<file path="src/rtl/exwb_arbiter.sv">
// Writeback arbiter: buffers the four execution-unit result ports in per-unit FIFOs
// and broadcasts at most one result per cycle on the common result bus, round-robin.
module exwb_arbiter #(
   parameter int unsigned      DATA_W      = 32,
   parameter int unsigned      TAG_W       = 4,
   parameter logic [TAG_W-1:0] TAG_INVALID = '1,
   parameter int unsigned      DEPTH       = 4
) (
   input  logic              clk,
   input  logic              rst,
   input  logic              flush,
   input  logic [TAG_W-1:0]  alu_target,
   input  logic [DATA_W-1:0] alu_result,
   input  logic [TAG_W-1:0]  fwd_target,
   input  logic [DATA_W-1:0] fwd_result,
   input  logic [TAG_W-1:0]  jump_target,
   input  logic [DATA_W-1:0] jump_ori_pc,
   input  logic [DATA_W-1:0] jump_next_pc,
   input  logic [TAG_W-1:0]  br_target,
   input  logic [DATA_W-1:0] br_next_pc,
   input  logic              br_cmp_res,
   output logic [TAG_W-1:0]  cdb_tag,
   output logic [DATA_W-1:0] cdb_val,
   output logic [DATA_W-1:0] cdb_next_pc,
   output logic              cdb_cmp_res,
   output logic [1:0]        cdb_kind,
   output logic [3:0]        busy,
   output logic              overflow
);

   localparam int unsigned   PW       = (DEPTH > 1) ? $clog2(DEPTH) : 1;
   localparam int unsigned   CW       = PW + 1;
   localparam logic [CW-1:0] CNT_FULL = CW'(DEPTH);
   localparam logic [CW-1:0] CNT_BUSY = CW'(DEPTH - 1);

   logic [TAG_W-1:0]  in_tag [4];
   logic [DATA_W-1:0] in_val [4];
   logic [DATA_W-1:0] in_npc [4];
   logic              in_cmp [4];

   logic [TAG_W-1:0]  tag_mem_q [4][DEPTH];
   logic [DATA_W-1:0] val_mem_q [4][DEPTH];
   logic [DATA_W-1:0] npc_mem_q [4][DEPTH];
   logic              cmp_mem_q [4][DEPTH];

   logic [PW-1:0] wr_ptr_q [4];
   logic [PW-1:0] wr_ptr_d [4];
   logic [PW-1:0] rd_ptr_q [4];
   logic [PW-1:0] rd_ptr_d [4];
   logic [CW-1:0] cnt_q    [4];
   logic [CW-1:0] cnt_d    [4];

   logic [1:0] rr_q, rr_d;
   logic       overflow_q, overflow_d;

   logic [TAG_W-1:0]  cdb_tag_q, cdb_tag_d;
   logic [DATA_W-1:0] cdb_val_q, cdb_val_d;
   logic [DATA_W-1:0] cdb_npc_q, cdb_npc_d;
   logic              cdb_cmp_q, cdb_cmp_d;
   logic [1:0]        cdb_kind_q, cdb_kind_d;

   logic [3:0] req;
   logic [3:0] push_vld;
   logic [3:0] full;
   logic [3:0] pop;
   logic [3:0] push_ok;
   logic       gnt_vld;
   logic [1:0] gnt_idx;

   // Branch entries carry no result value; ALU/forwarder carry no PC or outcome.
   always_comb begin
      in_tag[0] = alu_target;  in_val[0] = alu_result;  in_npc[0] = '0;           in_cmp[0] = 1'b0;
      in_tag[1] = fwd_target;  in_val[1] = fwd_result;  in_npc[1] = '0;           in_cmp[1] = 1'b0;
      in_tag[2] = jump_target; in_val[2] = jump_ori_pc; in_npc[2] = jump_next_pc; in_cmp[2] = 1'b0;
      in_tag[3] = br_target;   in_val[3] = '0;          in_npc[3] = br_next_pc;   in_cmp[3] = br_cmp_res;
   end

   always_comb begin
      req      = '0;
      push_vld = '0;
      full     = '0;
      busy     = '0;
      for (int i = 0; i < 4; i++) begin
         req[i]      = (cnt_q[i] != '0);
         full[i]     = (cnt_q[i] == CNT_FULL);
         busy[i]     = (cnt_q[i] >= CNT_BUSY);
         push_vld[i] = (in_tag[i] != TAG_INVALID);
      end
   end

   // Scan downwards so the requester closest to rr (smallest offset) wins.
   always_comb begin
      gnt_vld = 1'b0;
      gnt_idx = rr_q;
      for (int k = 3; k >= 0; k--) begin
         if (req[rr_q + 2'(k)]) begin
            gnt_vld = 1'b1;
            gnt_idx = rr_q + 2'(k);
         end
      end
   end

   always_comb begin
      pop        = '0;
      push_ok    = '0;
      overflow_d = overflow_q;
      for (int i = 0; i < 4; i++) begin
         pop[i]     = gnt_vld && (gnt_idx == 2'(i)) && !flush;
         push_ok[i] = push_vld[i] && (!full[i] || pop[i]) && !flush;
         if (push_vld[i] && full[i] && !pop[i] && !flush) begin
            overflow_d = 1'b1;
         end
      end
   end

   always_comb begin
      for (int i = 0; i < 4; i++) begin
         wr_ptr_d[i] = wr_ptr_q[i] + PW'(push_ok[i]);
         rd_ptr_d[i] = rd_ptr_q[i] + PW'(pop[i]);
         cnt_d[i]    = cnt_q[i] + CW'(push_ok[i]) - CW'(pop[i]);
         if (flush) begin
            wr_ptr_d[i] = '0;
            rd_ptr_d[i] = '0;
            cnt_d[i]    = '0;
         end
      end
      rr_d = rr_q;
      if (flush) begin
         rr_d = 2'd0;
      end else if (gnt_vld) begin
         rr_d = gnt_idx + 2'd1;
      end
   end

   always_comb begin
      cdb_tag_d  = TAG_INVALID;
      cdb_val_d  = '0;
      cdb_npc_d  = '0;
      cdb_cmp_d  = 1'b0;
      cdb_kind_d = 2'd0;
      if (gnt_vld && !flush) begin
         cdb_tag_d  = tag_mem_q[gnt_idx][rd_ptr_q[gnt_idx]];
         cdb_val_d  = val_mem_q[gnt_idx][rd_ptr_q[gnt_idx]];
         cdb_npc_d  = npc_mem_q[gnt_idx][rd_ptr_q[gnt_idx]];
         cdb_cmp_d  = cmp_mem_q[gnt_idx][rd_ptr_q[gnt_idx]];
         cdb_kind_d = gnt_idx;
      end
   end

   // Entry storage needs no reset; validity is tracked by the counts.
   always_ff @(posedge clk) begin
      for (int i = 0; i < 4; i++) begin
         if (push_ok[i]) begin
            tag_mem_q[i][wr_ptr_q[i]] <= in_tag[i];
            val_mem_q[i][wr_ptr_q[i]] <= in_val[i];
            npc_mem_q[i][wr_ptr_q[i]] <= in_npc[i];
            cmp_mem_q[i][wr_ptr_q[i]] <= in_cmp[i];
         end
      end
   end

   always_ff @(posedge clk) begin
      if (rst) begin
         for (int i = 0; i < 4; i++) begin
            wr_ptr_q[i] <= '0;
            rd_ptr_q[i] <= '0;
            cnt_q[i]    <= '0;
         end
         rr_q       <= 2'd0;
         overflow_q <= 1'b0;
         cdb_tag_q  <= TAG_INVALID;
         cdb_val_q  <= '0;
         cdb_npc_q  <= '0;
         cdb_cmp_q  <= 1'b0;
         cdb_kind_q <= 2'd0;
      end else begin
         for (int i = 0; i < 4; i++) begin
            wr_ptr_q[i] <= wr_ptr_d[i];
            rd_ptr_q[i] <= rd_ptr_d[i];
            cnt_q[i]    <= cnt_d[i];
         end
         rr_q       <= rr_d;
         overflow_q <= overflow_d;
         cdb_tag_q  <= cdb_tag_d;
         cdb_val_q  <= cdb_val_d;
         cdb_npc_q  <= cdb_npc_d;
         cdb_cmp_q  <= cdb_cmp_d;
         cdb_kind_q <= cdb_kind_d;
      end
   end

   assign cdb_tag     = cdb_tag_q;
   assign cdb_val     = cdb_val_q;
   assign cdb_next_pc = cdb_npc_q;
   assign cdb_cmp_res = cdb_cmp_q;
   assign cdb_kind    = cdb_kind_q;
   assign overflow    = overflow_q;

endmodule

</file>
<file path="config.mk">
export PLATFORM = sky130hd
export DESIGN_NAME = exwb_arbiter
export DESIGN_NICKNAME = d
export VERILOG_FILES = /design/src/rtl/exwb_arbiter.sv
export SDC_FILE = /design/constraint.sdc
export NUM_CORES = 1
export LEC_CHECK = 0
export CAP_MARGIN = 20
export CORE_MARGIN = 3
export CORE_UTILIZATION = 30
export DETAILED_ROUTE_END_ITERATION = 8
export PLACE_DENSITY = 0.52
export SYNTH_ARGS = -nofsm -noshare
export SYNTH_HDL_FRONTEND = slang
export SYNTH_SLANG_ARGS = --single-unit
export TNS_END_PERCENT = 30
</file>
<file path="constraint.sdc">
create_clock -name clk -period 9.03 [get_ports clk]
set_clock_uncertainty 0.1 [all_clocks]
set_input_delay 1.806 -clock clk [delete_from_list [all_inputs] [get_ports clk]]
set_output_delay 1.806 -clock clk [all_outputs]
set_load 0.005 [all_outputs]
</file>
==> metrics.md, run 1 <==
| Metric | Value |
|---|---|
| Status | finished, final reports clean |
| Worst path arrival time | 5.27 ns |
| Hold_buf cts | 0 |
| DRT iter0 DRCs | 1435 |
| RePlAce Congestion | 0.795 |
| Worst hold path depth | 2 |
| CTS clk-pin slew, worst paths | around 0.060 ns |
| Number of synthesized flops with an enable pin | 708 |
| RSZ-0062 raised after global routing | no |
| CP peak stage delay | just over 0.8 ns |
| Post-Syn Area | 0.0315 sq mm |
| Seq/Total Area, Yosys | 0.740 |
| TritonRoute pass-1 iters | 5 |
| Final period util | 0.566 |
| Crit end category | flip-flop |
| Tightest Hold Check Type | reg -> reg |
| H-Tree Depth | 3 |
| Rows | between 100 and 150 |
| P&R area growth vs syn | 22.7% |
| Synth Warn # | 0 |
| Critical path cell sequence | or3_1 > a311o_1 > o211ai_1 > buf_4 > and3_1 > nor2_1 > or3_1 > inv_1 > and3_4 > buf_4 |
| Endpoints failing setup | 0 |
| Die ar. | ~0.11 sq mm |
| # resized after CTS | 0 |
| Pin count of the biggest net entering global routing | approximately 110 |
| Port bufs | 255 |
| Placeable core area | between 0.1 and 0.15 sq mm |
| Max-Cap Viols | 0 |
| Yosys top cell area share | 0.675 |
| Die Y | 330 um |
| Final TNS setup | 0 ns |
| Syn Inst Count | about 2200 |
| Tmin final | roughly 5.1 ns |
| Share of cells above drive strength 1 | 0.104 |
| R2R Setup Slk | approximately 3.9 ns |
| Max Clk Rate | 196 MHz |
| GRT Total Usage | 0.164 |
| Bufs and invs on worst path | 3 |
| Power Density | between 300 and 400 mW/mm^2 |
| Final Hold Fails | 0 |
| Crit-path leading delay family | simple AND/OR/NAND/NOR gates |
| Final net count | around 2700 |
| First-pass GRT wire length | roughly 130000 um |
| Total congestion overflow | 0 |
| Top FF cell, synth | edfxtp_1 |
| Final antenna-violating net count | 0 |
| LEAKAGE | ~0.013 uW |
| CTS Sinks | between 800 and 900 |
| Root buf cell | clkbuf_16 |
| FILL cells | just under 10000 |
| Dominant cells by area after synthesis | edfxtp_1 68%, dfxtp_1 6.5%, nand2_1 5.1% |
| Design area | 0.0386 sq mm |
| Final WL | 91000 um |
| Peak supply drop | just under 0.5 mV |
| DR vias | 19500 |
| Routed length per placed instance | ~23 um |
| DP HPWL | roughly 53000 um |
| Clk_lat worst skew | 0.65 ns |
| CP Depth | 10 |
| Syn avg cell area | ~14 sq um |
| Num CTS Buffers | 89 |
| Crit-path max FO | roughly 90 |
| Number of global-route vias before repair | ~20000 |
| Initial Util | 0.303 |
| CP max stage cell | buf_4 |
| CTS tree | done |
| WS Path Type | reg -> reg |
| Startpoint Class | flip-flop |
| Yosys reg bits | 810 |
| Post-CTS Setup Repair Bufs | 0 |
| Slew margin rel. | 0.274 |
| FFs w/ async S/R, synth | 0 |
| Mapped Nets | approximately 2400 |
| DP Area | roughly 0.036 sq mm |
| IO Pins | 256 |
| Initial antenna violation count | 14 |
| FF/Latch Area | between 0.02 and 0.025 sq mm |
| R2r worst-path depth | 10 |
| Multi-input logic area | approximately 0.0076 sq mm |
| Worst slew pin tran | 1.09 ns |
| Deepest clock path buffer count | 3 |
| DR vias/cell | 4.98 |
| Drc violations | 0 |
| Pins Over Slew Limit | 0 |
| Cell variety after synth | 55 |
| Die Width | 330 um |
| Worst EP required | around 9.2 ns |
| Synth area leader | edfxtp_1 |
final timing paths:
path,start,end
worst min-delay path,npc_mem_q[3][118],cdb_next_pc[22]
worst max register to register,cnt_q[0][2],npc_mem_q[2][6]
worst min register to register,npc_mem_q[3][118],cdb_next_pc[22]
worst max-delay path,cnt_q[0][2],npc_mem_q[2][6]
logic make-up after synthesis:
logic type                 Yosys count  share of synthesized area
AOI/OAI and AO/OA                  468                     0.0902
xor gates and xnor gates            12                    0.00334
adders and majority gates           24                     0.0105
buffers and inverters              176                     0.0233
DFF                                810                      0.740
muxes                              136                     0.0470
and+or+nand+nor                    597                     0.0858
layout by cell type, fill, tap and decap left out, types with 4 or more instances in the layout:
| cell type | n |
|---|---|
| a21oi_1 | 288 |
| edfxtp_1 | 708 |
| clkbuf_16 | 92 |
| nor2_1 | 27 |
| inv_1 | 28 |
| mux2i_1 | 40 |
| and3_2 | 5 |
| a211oi_1 | 66 |
| clkinv_2 | 13 |
| clkdlybuf4s50_1 | 255 |
| mux2_1 | 46 |
| nor4_1 | 4 |
| bufinv_16 | 7 |
| o21ai_0 | 7 |
| clkinv_1 | 11 |
| a31oi_1 | 33 |
| o32ai_1 | 32 |
| and2_1 | 15 |
| nor3b_2 | 6 |
| or3_1 | 8 |
| buf_4 | 43 |
| nor4b_1 | 33 |
| clkbuf_8 | 11 |
| nand4_1 | 34 |
| nor3_1 | 6 |
| mux2_2 | 50 |
| a22oi_1 | 23 |
| nand3_1 | 8 |
| inv_6 | 5 |
| fa_1 | 4 |
| nor2_4 | 6 |
| dfxtp_1 | 102 |
| and4_1 | 6 |
| xnor2_1 | 11 |
| clkbuf_1 | 20 |
| nand2_1 | 423 |
| diode_2 | 6 |
| ha_1 | 20 |
cell usage after synthesis, types with 2 or more instances:
master	n
nand4_1	34
dfxtp_1	102
nand3_1	9
mux2_1	46
nand2_1	424
or3_1	8
edfxtp_1	708
and4_1	7
buf_4	5
a21oi_1	288
nor2_1	31
nor4_1	4
nor4b_1	33
and2_1	15
inv_1	28
mux2i_1	40
buf_2	43
and3_1	9
a22oi_1	23
ha_1	20
o21ai_0	7
mux2_2	50
a211oi_4	2
a211oi_1	66
nor3b_1	6
fa_1	4
o32ai_1	32
clkbuf_1	84
nor2b_1	2
nor3_1	8
o31a_1	3
buf_1	16
a311o_1	2
a31oi_1	33
xnor2_1	11
power breakdown:
| group | switching, uW | leakage, uW | internal (uW) |
|---|---|---|---|
| Combinational | 4820 | 0.00382 | 2290 |
| Sequential | 110 | 0.00732 | 4380 |
| Clock | 1490 | 0.00146 | 2170 |
worst register-to-register path, stage by stage, from the launching register on:
cell      delay, ns
dfxtp_1        0.33
or3_1          0.51
a311o_1        0.40
o211ai_1       0.19
buf_4          0.82
and3_1         0.37
nor2_1         0.07
or3_1          0.44
inv_1          0.15
and3_4         0.55
buf_4          0.76
sequential cells by signal, indices dropped and copies added, names as in the netlist:
register / flops
cdb_cmp_res: 1
cdb_kind: 2
cdb_next_pc: 32
cdb_tag: 4
cdb_val: 32
cmp_mem_q: 4
cnt_q: 12
npc_mem_q: 256
overflow: 1
rd_ptr_q: 8
rr_q: 2
tag_mem_q: 64
val_mem_q: 384
wr_ptr_q: 8
final cells by class:
class,instances,share of cell area
Inverter,28,0.00272
Timing Repair Buffer,300,0.0753
Tap cell,1380,0.0447
Clock inverter,44,0.0120
Sequential cell,810,0.603
Clock buffer,123,0.0655
Antenna cell,6,0.000389
Multi-Input combinational cell,1237,0.196
through the flow:
step	util	setup slack, ns	cells	power (uW)	hold WS [ns]
finish	0.372	3.92	3928	15300	0.403
global route	0.372	3.63	3923	16200	0.430
global placement	0.343	3.64	3752	11500	0.382
floorplan	-	0.678	2223	9510	0.365
CTS	0.372	3.81	3919	15300	0.398
detailed placement	0.343	3.48	3752	11600	0.380
layer usage:
layer  routed length (um)  vias up  track usage
li1                     -     8881            -
met1                37200     9859        0.205
met2                45200      637        0.281
met3                 6230      156       0.0368
met4                 2280       10       0.0515
met5                   53        -            0
Note: power is estimated with default switching activity, not from simulation.
==> run 2, diff against run 1 <==
clock period = 5.25 ns   (was 9.03 ns; I/O delays follow)
==> run 2 against run 1 <==
Combinational power increased by 73%. Fmax up 23%. Register-to-register slack got worse by 2.8 ns. Cell count rose by 0.28%. Clock-buffer cell count is the same. Critical endpoint is now val_mem_q[0][3]. Largest power group unchanged.
==> metrics.md, run 2 (synthesized netlist as in run 1, its figures left out) <==
| Metric | Value |
|---|---|
| Pins Over Slew Limit | 0 (unchanged) |
| Peak supply drop | 1.54 mV (+220%) |
| DP Area | 0.0359 sq mm (+0.78%) |
| Deepest clock path buffer count | 3 (unchanged) |
| Met2 routed WL | 45500 um (+0.57%) |
| DR vias | 19400 (-0.69%) |
| Post-CTS Setup Repair Bufs | 0 (unchanged) |
| Placed insts | 3764 (+0.32%) |
| Largest register FFs | 384 (unchanged) |
| Max-Cap Viols | 0 (unchanged) |
| Met3 WL post-DR | 6070 um (-2.5%) |
| Pin count of the biggest net entering global routing | 228 (+100%) |
| Max Clk Rate | 241 MHz (+23%) |
| Slew margin rel. | 0.295 (+0.0213) |
| Tightest Hold Check Type | reg -> reg |
| Final net count | 2679 (+0.34%) |
| Initial Util | 0.303 (unchanged) |
| Port bufs | 255 (unchanged) |
| Max layer used | met5 |
| Routed length per placed instance | 23.3 um (+0.52%) |
| IO Pins | 256 (unchanged) |
| Die Width | 330 um (unchanged) |
| Worst path arrival time | 4.39 ns (-0.88 ns) |
| Net Sw Frac | 0.417 (-0.00377) |
| RSZ-0062 raised after global routing | no |
| Part of the power in registers | 0.294 (about the same) |
| Share of cells above drive strength 1 | 0.106 (+0.00141) |
| Final antenna-violating net count | 0 (unchanged) |
| Clock network power share | 0.238 (-0.002) |
| Placeable core area | 0.104 sq mm (unchanged) |
| Root buf cell | clkbuf_16 |
| TritonRoute pass-1 iters | 5 (unchanged) |
| LEAKAGE | 0.0127 uW (+0.47%) |
| Final period util | 0.792 (+0.226) |
| Hold_buf cts | 0 (unchanged) |
| Final Hold Fails | 0 (unchanged) |
| H-Tree Depth | 3 (unchanged) |
| Net Sw Power | 10900 uW (+70%) |
| Clk_lat worst skew | 0.65 ns (about the same) |
| Number of global-route vias before repair | 20200 (+1.2%) |
| Final Non-Filler Cells | 3939 (+0.28%) |
| P&R area growth vs syn | 23.3% |
| Comb power frac | 0.468 (+0.002) |
| Die ar. | 0.109 sq mm (unchanged) |
| Startpoint Class | flip-flop |
| Rows | 118 (unchanged) |
| Worst EP required | 5.48 ns (-3.71 ns) |
| Endpoints failing setup | 0 (unchanged) |
| First-pass GRT wire length | 133000 um (+0.85%) |
| Die Y | 330 um (unchanged) |
| CTS Sinks | 810 (unchanged) |
| Design area | 0.0388 sq mm (+0.51%) |
| Drc violations | 0 (unchanged) |
| Util after Layout | 0.374 (+0.00192) |
| Crit end category | flip-flop |
| Power Density | 675 mW/mm^2 (+71%) |
| CTS tree | done |
| Final TNS setup | 0 ns (unchanged) |
| DRT iter0 DRCs | 1438 (+0.21%) |
| Final WS setup | 1.09 ns (-2.82 ns) |
| Pint | 15300 uW (+73%) |
| Met1 WL | 38300 um (+2.8%) |
| DP HPWL | 53500 um (+0.73%) |
| Tmin final | 4.16 ns (-0.956 ns) |
| CTS clk-pin slew, worst paths | 0.06 ns (about the same) |
| WS Path Type | reg -> reg |
| Commonest non-fill, non-tap cells in the layout | 708 x edfxtp_1, 423 x nand2_1, 288 x a21oi_1, 255 x clkdlybuf4s50_1, 102 x dfxtp_1 |
| Crit-path max FO | 33 (-63%) |
| RePlAce Congestion | 0.805 (+1.3%) |
| Final WL | 91800 um (+0.80%) |
| Num CTS Buffers | 89 (unchanged) |
| Status | finished, final reports clean |
| Worst slew pin tran | 1.06 ns (-0.0320 ns) |
| Pre-CTS WS | 0.964 ns (-2.52 ns) |
| Most common cell after layout, fill and taps aside | edfxtp_1 |
| DR vias/cell | 4.93 (-0.96%) |
| # resized after CTS | 0 (unchanged) |
| Total congestion overflow | 0 (unchanged) |
| Initial antenna violation count | 22 (+8) |
| GRT Total Usage | 0.165 (+0.00155) |
## run 2: per-stage QoR
| stage | hold WS [ns] | power [uW] |
|---|---|---|
| floorplan | 0.365 | 16300 |
| global placement | 0.373 | 20000 |
| detailed placement | 0.373 | 20200 |
| CTS | 0.387 | 26500 |
| global route | 0.420 | 27900 |
| finish | 0.386 | 26200 |
## run 2: final timing paths
path              slack, ns        start  cells after the start               to
hold reg to reg        0.39     overflow                      2         overflow
hold / removal         0.39     overflow                      2         overflow
setup / recovery       1.09  cnt_q[3][1]                      9  val_mem_q[0][3]
setup reg to reg       1.09  cnt_q[3][1]                      9  val_mem_q[0][3]
## run 2: layer usage
layer	GRT usage	vias up
met1	0.209	9731
li1	-	8890
met5	0	-
met4	0.0505	16
met2	0.282	634
met3	0.0369	138
## run 2: cell type report
| class | instances | area (sq um) |
|---|---|---|
| diodes | 13 | 32.5 |
| well taps | 1380 | 1730 |
| fillers | 9705 | 65000 |
| clock buffers | 123 | 2500 |
| clock inverters | 39 | 437 |
| multi-input cells | 1237 | 7610 |
| repair buffers | 309 | 3120 |
| inverters | 28 | 105 |
| flip-flops and latches | 810 | 23300 |
## run 2: critical path: stages (launching register included)
cell     delay [ns]
dfxtp_1        0.36
or3_1          0.52
a22oi_1        0.32
o211a_4        0.57
and3_1         0.33
nor2_1         0.06
or3_1          0.44
inv_1          0.15
and3_2         0.62
buf_4          0.33
## run 2: power groups by stage
stage	registers [uW]	clock network [uW]	logic [uW]
2_1_floorplan	7820	0	8520
3_3_place_gp	7850	0	12100
3_5_place_dp	7850	0	12400
4_1_cts	7720	6400	12400
5_1_grt	7750	6660	13400
6_report	7720	6240	12300
